$ cat src/rtl/i2c_slave.sv
// rtl/i2c_slave.sv - single-address I2C target with oversampled SCL/SDA and split SDA lines.
// Optional general-call (8'h00) address match: define I2C_SLAVE_GENERAL_CALL_EN.
`timescale 1ns/1ps
module i2c_slave #(
    parameter logic [6:0] SLAVE_ADDR = 7'b1010101
) (
    input  logic       clk,
    input  logic       rst,
    input  logic       scl,
    input  logic       sda_output_m,
    output logic       sda_output_s,
    input  logic [7:0] tx_data,
    output logic [7:0] rx_data,
    output logic       rx_valid,
    output logic       tx_req,
    output logic       rw,
    output logic       busy
);

    typedef enum logic [2:0] {
        IDLE, ADDR, ADDR_ACK, WR_DATA, WR_ACK, RD_DATA, RD_ACK, IGNORE
    } state_t;

    state_t     state;
    logic       scl_s1, scl_s2, scl_d;
    logic       sda_s1, sda_s2, sda_d;
    logic [7:0] shift;
    logic [2:0] bit_cnt;
    logic       ack_drv;

    logic       scl_rise, scl_fall, start_det, stop_det;
    logic       addr_hit, gc_hit;
    logic [7:0] shift_in;

    // Sync flops reset high (idle bus) so leaving reset never fakes a START.
    always_ff @(posedge clk or negedge rst) begin
        if (!rst) begin
            scl_s1 <= 1'b1;
            scl_s2 <= 1'b1;
            scl_d  <= 1'b1;
            sda_s1 <= 1'b1;
            sda_s2 <= 1'b1;
            sda_d  <= 1'b1;
        end else begin
            scl_s1 <= scl;
            scl_s2 <= scl_s1;
            scl_d  <= scl_s2;
            sda_s1 <= sda_output_m;
            sda_s2 <= sda_s1;
            sda_d  <= sda_s2;
        end
    end

    assign scl_rise  = scl_s2 & ~scl_d;
    assign scl_fall  = ~scl_s2 & scl_d;
    assign start_det = ~sda_s2 & sda_d & scl_s2;
    assign stop_det  = sda_s2 & ~sda_d & scl_s2;
    assign shift_in  = {shift[6:0], sda_s2};
    assign addr_hit  = (shift_in[7:1] == SLAVE_ADDR);
`ifdef I2C_SLAVE_GENERAL_CALL_EN
    assign gc_hit    = (shift_in == 8'h00);
`else
    assign gc_hit    = 1'b0;
`endif

    always_ff @(posedge clk or negedge rst) begin
        if (!rst) begin
            state        <= IDLE;
            sda_output_s <= 1'b1;
            rx_data      <= 8'h00;
            rx_valid     <= 1'b0;
            tx_req       <= 1'b0;
            rw           <= 1'b0;
            busy         <= 1'b0;
            shift        <= 8'h00;
            bit_cnt      <= 3'd0;
            ack_drv      <= 1'b0;
        end else begin
            rx_valid <= 1'b0;
            tx_req   <= 1'b0;
            if (stop_det) begin
                state        <= IDLE;
                sda_output_s <= 1'b1;
                busy         <= 1'b0;
            end else if (start_det) begin
                state        <= ADDR;
                sda_output_s <= 1'b1;
                busy         <= 1'b0;
                bit_cnt      <= 3'd0;
                shift        <= 8'h00;
            end else begin
                case (state)
                    IDLE: sda_output_s <= 1'b1;
                    ADDR: begin
                        if (scl_rise) begin
                            shift <= shift_in;
                            if (bit_cnt == 3'd7) begin
                                bit_cnt <= 3'd0;
                                ack_drv <= 1'b0;
                                if (addr_hit) begin
                                    state <= ADDR_ACK;
                                    rw    <= sda_s2;
                                    busy  <= 1'b1;
                                end else if (gc_hit) begin
                                    state <= ADDR_ACK;
                                    rw    <= 1'b0;
                                    busy  <= 1'b1;
                                end else begin
                                    state <= IGNORE;
                                end
                            end else begin
                                bit_cnt <= bit_cnt + 3'd1;
                            end
                        end
                    end
                    // First fall drives the ACK low; the second ends the ACK bit.
                    ADDR_ACK: begin
                        if (scl_fall) begin
                            if (!ack_drv) begin
                                ack_drv      <= 1'b1;
                                sda_output_s <= 1'b0;
                                tx_req       <= rw;
                            end else begin
                                bit_cnt <= 3'd0;
                                if (rw) begin
                                    shift        <= tx_data;
                                    sda_output_s <= tx_data[7];
                                    state        <= RD_DATA;
                                end else begin
                                    sda_output_s <= 1'b1;
                                    state        <= WR_DATA;
                                end
                            end
                        end
                    end
                    WR_DATA: begin
                        if (scl_rise) begin
                            shift <= shift_in;
                            if (bit_cnt == 3'd7) begin
                                rx_data  <= shift_in;
                                rx_valid <= 1'b1;
                                ack_drv  <= 1'b0;
                                bit_cnt  <= 3'd0;
                                state    <= WR_ACK;
                            end else begin
                                bit_cnt <= bit_cnt + 3'd1;
                            end
                        end
                    end
                    WR_ACK: begin
                        if (scl_fall) begin
                            if (!ack_drv) begin
                                ack_drv      <= 1'b1;
                                sda_output_s <= 1'b0;
                            end else begin
                                sda_output_s <= 1'b1;
                                bit_cnt      <= 3'd0;
                                state        <= WR_DATA;
                            end
                        end
                    end
                    // bit_cnt counts bits already put on the bus after bit 7.
                    RD_DATA: begin
                        if (scl_fall) begin
                            if (bit_cnt == 3'd7) begin
                                sda_output_s <= 1'b1;
                                tx_req       <= 1'b1;
                                bit_cnt      <= 3'd0;
                                state        <= RD_ACK;
                            end else begin
                                sda_output_s <= shift[6];
                                shift        <= {shift[6:0], 1'b0};
                                bit_cnt      <= bit_cnt + 3'd1;
                            end
                        end
                    end
                    RD_ACK: begin
                        if (scl_rise && sda_s2) begin
                            state <= IGNORE;
                            busy  <= 1'b0;
                        end else if (scl_fall) begin
                            shift        <= tx_data;
                            sda_output_s <= tx_data[7];
                            bit_cnt      <= 3'd0;
                            state        <= RD_DATA;
                        end
                    end
                    IGNORE:  sda_output_s <= 1'b1;
                    default: state <= IDLE;
                endcase
            end
        end
    end

endmodule
$ cat config.mk
export PLATFORM = sky130hd
export DESIGN_NAME = i2c_slave
export DESIGN_NICKNAME = d
export VERILOG_FILES = /design/src/rtl/i2c_slave.sv
export SDC_FILE = /design/constraint.sdc
export NUM_CORES = 1
export LEC_CHECK = 0
export ABC_CLOCK_PERIOD_IN_PS = 2100
export CORE_UTILIZATION = 49
export DETAILED_ROUTE_END_ITERATION = 10
export PLACE_DENSITY = 0.76
export SLEW_MARGIN = 20
export SYNTH_ARGS = -nofsm -noshare
export SYNTH_HDL_FRONTEND = slang
export SYNTH_SLANG_ARGS = --single-unit
$ cat constraint.sdc
create_clock -name clk -period 2.1 [get_ports clk]
set_clock_uncertainty 0.1 [all_clocks]
set_input_delay 0.315 -clock clk [delete_from_list [all_inputs] [get_ports clk]]
set_output_delay 0.315 -clock clk [all_outputs]
set_load 0.005 [all_outputs]
==> summary.md, run 1 <==
| Metric | Value |
|---|---|
| Register area share after synthesis | `45.7%` |
| Max Transition Viols Final | `0` |
| Number of synthesized register bits | `33` |
| CTS Buf Count | `5` |
| Final setup viols | `7` |
| Drt initial violations | `~180` |
| Global-route wire length before repair | `between 7000 and 8000 um` |
| Worst slew pin tran | `just over 0.5 ns` |
| DRC | `0` |
| Post-synth ARST share | `100%` |
| Share of layout cells above drive strength 1 | `around a quarter` |
| Hpwl dp | `roughly 3300 um` |
| Combinational power share | `47.7%` |
| Hold Path Class | `reg -> reg` |
| Area grow syn2layout | `35.5%` |
| RR Endpoint | `shift[4]` |
| Die Span Y | `63.0 um` |
| Worst Hold End | `sda_s2` |
| Flop pwr share | `around a third` |
| Antenna-violating nets left | `0` |
| Power Total | `roughly 3.0 mW` |
| Clk pin slew, worst setup/hold paths | `around 0.06 ns` |
| Total Wirelength | `approximately 4700 um` |
| Setup TNS | `-0.749 ns` |
| Post-synth EDFFs | `0` |
| Min Tclk post-route | `roughly 2.2 ns` |
| Drt pass-1 iters | `4` |
| Layout Cells excl Fill | `298` |
| Placed Cells | `approximately 280` |
| Mux cell area share after synthesis | `under 10%` |
| Antenna diodes | `0` |
| Post-layout util | `71.8%` |
| Max Freq | `around 450 MHz` |
| Yosys warns | `0` |
| Final Instance Area | `between 2000 and 2500 um^2` |
| Layout net count | `266` |
| Hold Path Origin | `sda_s1` |
| CTS tree | `done` |
| Worst Hold Path Cells | `0` |
| Outcome | `complete, but fails checks` |
| Cells after Synth | `roughly 200` |
| Die X | `approximately 63 um` |
| P_sw | `about 1.1 mW` |
| Worst r2r src | `bit_cnt[0]` |
| Mapped Nets | `~220` |
| Clk pwr share | `between 20% and 30%` |
| P_int | `around 1.9 mW` |
| Initial antenna violation count | `0` |
| Clock root cell | `clkbuf_8` |
| Crit. Startpoint | `bit_cnt[0]` |
| Path type of the worst setup path | `reg -> reg` |
| Max Fanout on Critical Path | `7` |
| Remaining Overflow, GRT | `0` |
| Most frequent cells in the layout | `nand2_1, dfrtp_1, buf_4` |
| Max cap viols | `0` |
| Period utilization | `105%` |
| Failing checks | `setup timing` |
| Max-Slew Margin vs Limit | `about two thirds` |
| Critical Path End Type | `flop` |
| VDD IR-drop max | `around 0.66 mV` |
| Number of vias per cell | `5.69` |
| DR WL/cell | `15.9 um` |
| H-tree depth | `2` |
| CP Launch Type | `flop` |
| Port Buffers | `24` |
| RePlAce Congestion | `slightly below 1` |
| Leak | `around 1.1 nW` |
| R2r worst-path depth | `8` |
| Post-Synth Adder-Cell Area | `2.06%` |
| PnR worst setup slack | `-0.114 ns` |
| Mapped Area | `1820 um^2` |
| Pre-CTS setup slack | `-0.150 ns` |
| Largest net degree at the start of global routing | `34` |
| Site row count | `21` |
| Netlist cell types | `45` |
| Worst EP arrival | `between 2 and 2.5 ns` |
| Hold_ws | `around 0.25 ns` |
| Vias in the first global route | `between 1500 and 2000` |
| Largest family of logic cells by synthesized area | `simple AND/OR/NAND/NOR gates` |
| R2R Setup Slk | `-0.11 ns` |
| Post-Synth XOR/XNOR Area | `less than 1%` |
| Dpl cell area | `2260 um^2` |
| Worst EP required | `roughly 2.2 ns` |
| Starting Density | `53.0%` |
| Simple logic cell fraction of the synthesized area | `~26%` |
| Clock buffer depth | `2` |
| Sink Count | `33` |
| Compound-gate portion of the synthesized area | `between 15 and 20%` |
| Overall via count from detail_route | `~1700` |
| Power Density | `approximately 1200 nW/um^2` |
| Gr usage total | `between 20% and 30%` |
| RSZ-0062 raised after global routing | `true` |
| I/O pins | `25` |
| Final Hold Vio Count | `0` |
| Core area | `3440 um^2` |
| Full die area | `~4000 um^2` |
| Commonest non-fill, non-tap cell in the layout | `nand2_1` |
| Clock insertion delay at the later pin of the skew report | `0.29 ns` |
| Prevailing post-synth register cell | `dfrtp_1` |
| Syn Area/Cell | `between 9 and 10 um^2` |
| Switching Share | `a little over a third` |
==> critical path, cell delays in order, from the launching register on <==
cell	delay [ns]
dfrtp_1	0.38
ha_2	0.21
ha_4	0.16
nand4b_1	0.13
a21boi_4	0.21
o21ai_2	0.09
a2111oi_4	0.31
buf_6	0.20
mux2_4	0.30
==> kinds of logic (layout without fill, tap and decap cells) <==
family	count (synthesis)	after routing
buffers and inverters	14	65
AO/OA/AOI/OAI	41	41
XOR/XNOR	2	2
adder cells (fa/ha/maj)	3	3
AND/OR/NAND/NOR	97	97
multiplexers	11	11
flip-flops	33	33
==> synth_stat cells (all sizes together), types with 2 or more instances <==
cell	n	area, um^2
nand2	45	169
dfrtp	26	651
a21oi	14	70.1
nor2	12	45.0
mux2	9	101
o21ai	9	45.0
nand2b	8	50.1
nor3	8	40.0
dfstp	7	184
buf	6	33.8
inv	5	18.8
nand4	4	25.0
nor2b	4	25.0
a21boi	3	26.3
ha	3	37.5
nand3	3	15.0
nand3b	3	22.5
a211o	2	17.5
and2	2	12.5
clkbuf	2	7.51
mux2i	2	20.0
nand4b	2	17.5
o22ai	2	12.5
or3	2	12.5
xnor2	2	17.5
==> worst max-delay path by stage <==
stage | to | slack [ns] | cells past startpoint
2_1_floorplan | shift[0] | -0.10 | 7
3_3_place_gp | shift[6] | -0.06 | 8
3_5_place_dp | shift[3] | -0.15 | 8
4_1_cts | shift[3] | -0.09 | 8
5_1_grt | shift[5] | -0.15 | 8
6_report | shift[4] | -0.11 | 8
==> final cells by class <==
class                   count  area, um^2
well taps                  46        57.6
repair buffers             51         447
multi-input cells         154         995
clock inverters             1        30.0
inverters                   6        22.5
flip-flops and latches     33         835
clock buffers               7        86.3
fillers                   247         970
==> sequential cells by signal, indices dropped and copies added, names as in the netlist, 3 cells and up <==
name,count
rx_data,8
state,3
bit_cnt,3
shift,7
==> power groups by stage <==
stage / clock network, mW / logic, mW / registers [mW]
3_3_place_gp: 0 / 1.25 / 0.963
2_1_floorplan: 0 / 0.949 / 0.912
5_1_grt: 0.654 / 1.56 / 0.991
4_1_cts: 0.628 / 1.40 / 0.969
6_report: 0.612 / 1.44 / 0.976
3_5_place_dp: 0 / 1.29 / 0.977
==> repair_timing <==
item                       in CTS  in global routing
resized for setup               8                  5
setup endpoints to repair       7                 10
buffers inserted                1                  5
hold buffers                    0                  0
pin swaps                       1                  0
==> layer usage <==
| layer | vias up | global-route usage (%) | wire [um] |
|---|---|---|---|
| met4 | 0 | 13.1 | 136 |
| li1 | 799 | - | - |
| met5 | - | 0 | 0 |
| met1 | 804 | 34.3 | 2020 |
| met3 | 16 | 5.84 | 339 |
| met2 | 77 | 38.4 | 2240 |
(Power assumes the default switching activity.)
==> run 2: changes to the inputs <==
CORE_UTILIZATION = 30   (was 49)
CTS_BUF_LIST = sky130_fd_sc_hd__clkbuf_8   (was not set)
PLACE_DENSITY = not set   (was 0.76)
PLACE_DENSITY_LB_ADDON = 0.3   (was not set)
==> summary.md, run 2 (synthesis results as in run 1) <==
| Metric | Value |
|---|---|
| Final setup viols | `7` |
| Worst r2r src | `bit_cnt[1]` |
| P_sw | `roughly 1.1 mW` |
| Max Fanout on Critical Path | `7` |
| Hold Path Class | `reg -> reg` |
| Total Wirelength | `about 4400 um` |
| RePlAce Congestion | `around 0.88` |
| Antenna diodes | `0` |
| Initial antenna violation count | `0` |
| Gr usage total | `between 10% and 20%` |
| Setup TNS | `-0.413 ns` |
| Clock buffer depth | `2` |
| Clk pin slew, worst setup/hold paths | `~0.07 ns` |
| Layout Cells excl Fill | `roughly 330` |
| Dpl cell area | `about 2300 um^2` |
| Slowest CP cell | `dfrtp_1` |
| R2r worst-path depth | `8` |
| Outcome | `complete, but fails checks` |
| Pre-CTS setup slack | `-0.107 ns` |
| Vias in the first global route | `1500` |
| PnR worst setup slack | `-0.0659 ns` |
| Number of vias per cell | `slightly below 5` |
| CTS Buf Count | `5` |
| Min Tclk post-route | `roughly 2.2 ns` |
| Worst path max stage delay | `slightly below 0.4 ns` |
| Starting Density | `a little under a third` |
| Sink Count | `33` |
| Max Freq | `462 MHz` |
| Hpwl dp | `about 3200 um` |
| Post-CTS Hold Fix Bufs | `0` |
| Combinational power share | `roughly half` |
| Critical Path End Type | `flop` |
| Final Hold Vio Count | `0` |
| Crit. Startpoint | `bit_cnt[1]` |
| Final Instance Area | `between 2000 and 2500 um^2` |
| Core area | `just under 6000 um^2` |
| CP bufs+invs | `1` |
| RR Endpoint | `shift[4]` |
| DRC | `0` |
| Area grow syn2layout | `34.8%` |
| Clock insertion delay at the later pin of the skew report | `0.28 ns` |
| Drt initial violations | `between 100 and 150` |
| Largest net degree at the start of global routing | `34` |
| CTS tree | `done` |
| Number of flip-flops in the largest register | `8` |
| Biggest register | `rx_data` |
| Critical Path End | `shift[4]` |
| Antenna-violating nets left | `0` |
| Share of layout cells above drive strength 1 | `a little under a quarter` |
| Commonest non-fill, non-tap cell in the layout | `nand2_1` |
| VDD IR-drop max | `0.333 mV` |
| Clk pwr share | `between 10% and 20%` |
| I/O pins | `25` |
| Power Total | `approximately 2.9 mW` |
| Max Transition Viols Final | `0` |
| R2R Setup Slk | `-0.07 ns` |
| Placed Cells | `around 310` |
| Period utilization | `103%` |
| Max cap viols | `0` |
| Full die area | `about 6400 um^2` |
| Global-route wire length before repair | `between 7000 and 8000 um` |
| Worst EP arrival | `2.23 ns` |
| Filler cell count | `610` |
| P_int | `between 1.5 and 2 mW` |
| Crit path max-delay family | `compound AO/OA/AOI/OAI gates` |
| Flop pwr share | `about a third` |
| Site row count | `28` |
| CP Launch Type | `flop` |
| Remaining Overflow, GRT | `0` |
| Failing checks | `setup timing` |
| Die Span Y | `~80 um` |
| Worst-path cell chain | `ha_2, ha_4, nand4b_1, a21boi_4, o21ai_2, a2111oi_4, buf_6, mux2_4` |
| Power Density | `roughly 1200 nW/um^2` |
| Leak | `1.10 nW` |
| Cell depth of the worst setup path | `8` |
| Path type of the worst setup path | `reg -> reg` |
| Overall via count from detail_route | `between 1500 and 2000` |
| Most frequent cells in the layout | `nand2_1, dfrtp_1, clkdlybuf4s50_1, buf_4, a21oi_1` |
| RSZ-0062 raised after global routing | `true` |
| DR WL/cell | `roughly 13 um` |
| H-tree depth | `2` |
| Worst EP required | `approximately 2.2 ns` |
| Max-Slew Margin vs Limit | `68.2%` |
| Port Buffers | `24` |
| Die X | `approximately 80 um` |
| Drt pass-1 iters | `4` |
| Biggest regs | `rx_data x8, shift x7` |
| Switching Share | `37.8%` |
| Clock root cell | `clkbuf_8` |
| Layout net count | `~260` |
| Worst slew pin tran | `0.477 ns` |
## run 2: worst min path at each step
stage / startpoint / endpoint / slack [ns] / cells past startpoint
after floorplan: rst / ack_drv / -0.08 / 0
after global placement: scl_s1 / scl_s2 / 0.25 / 0
after detailed placement: sda_s1 / sda_s2 / 0.25 / 0
after CTS: sda_s1 / sda_s2 / 0.26 / 0
after global routing: sda_s1 / sda_s2 / 0.26 / 0
final: sda_s1 / sda_s2 / 0.26 / 0
## run 2: area by class of cell
type | count | area (um^2) | share of cell area, %
flip-flops and latches | 33 | 835 | 33.9
inverters | 6 | 22.5 | 0.916
multi-input cells | 154 | 991 | 40.3
clock inverters | 3 | 17.5 | 0.712
clock buffers | 5 | 68.8 | 2.80
well taps | 75 | 93.8 | 3.81
repair buffers | 49 | 432 | 17.5
## run 2: per-stage QoR
stage	hold slack [ns]	utilization (%)
4_1_cts	0.259	41.5
5_1_grt	0.265	41.8
2_1_floorplan	-0.0806	-
6_report	0.258	41.8
3_5_place_dp	0.249	39.0
3_3_place_gp	0.246	39.0
## run 2: worst reg2reg max path, delay by kind of cell (launching register included)
kind | cells | cell delay, ns
flops | 1 | 0.39
fa+ha+maj | 2 | 0.37
compound gates | 3 | 0.59
simple gates | 1 | 0.11
mux | 1 | 0.30
buf+inv | 1 | 0.20
## run 2: repair_timing
item,in CTS,in global routing
setup endpoints to repair,7,9
gates resized for setup,8,3
pin swaps,2,2
cloned,0,0
buffers inserted,4,1
## run 2: power by group through the flow
stage          sequential (mW)  combinational (mW)  clock, mW
6_report                 0.969                1.41      0.472
3_3_place_gp             0.974                1.28          0
3_5_place_dp             0.975                1.28          0
5_1_grt                  0.997                1.57      0.517
2_1_floorplan            0.912               0.949          0
4_1_cts                  0.965                1.40      0.490
## run 2: metal layers
metal / wire length (um) / GRT usage (%) / vias up
met5: 0 / 0 / -
met4: 37 / 4.29 / 0
met3: 159 / 3.43 / 4
met2: 1980 / 22.3 / 33
met1: 2200 / 22.4 / 754
li1: - / - / 802
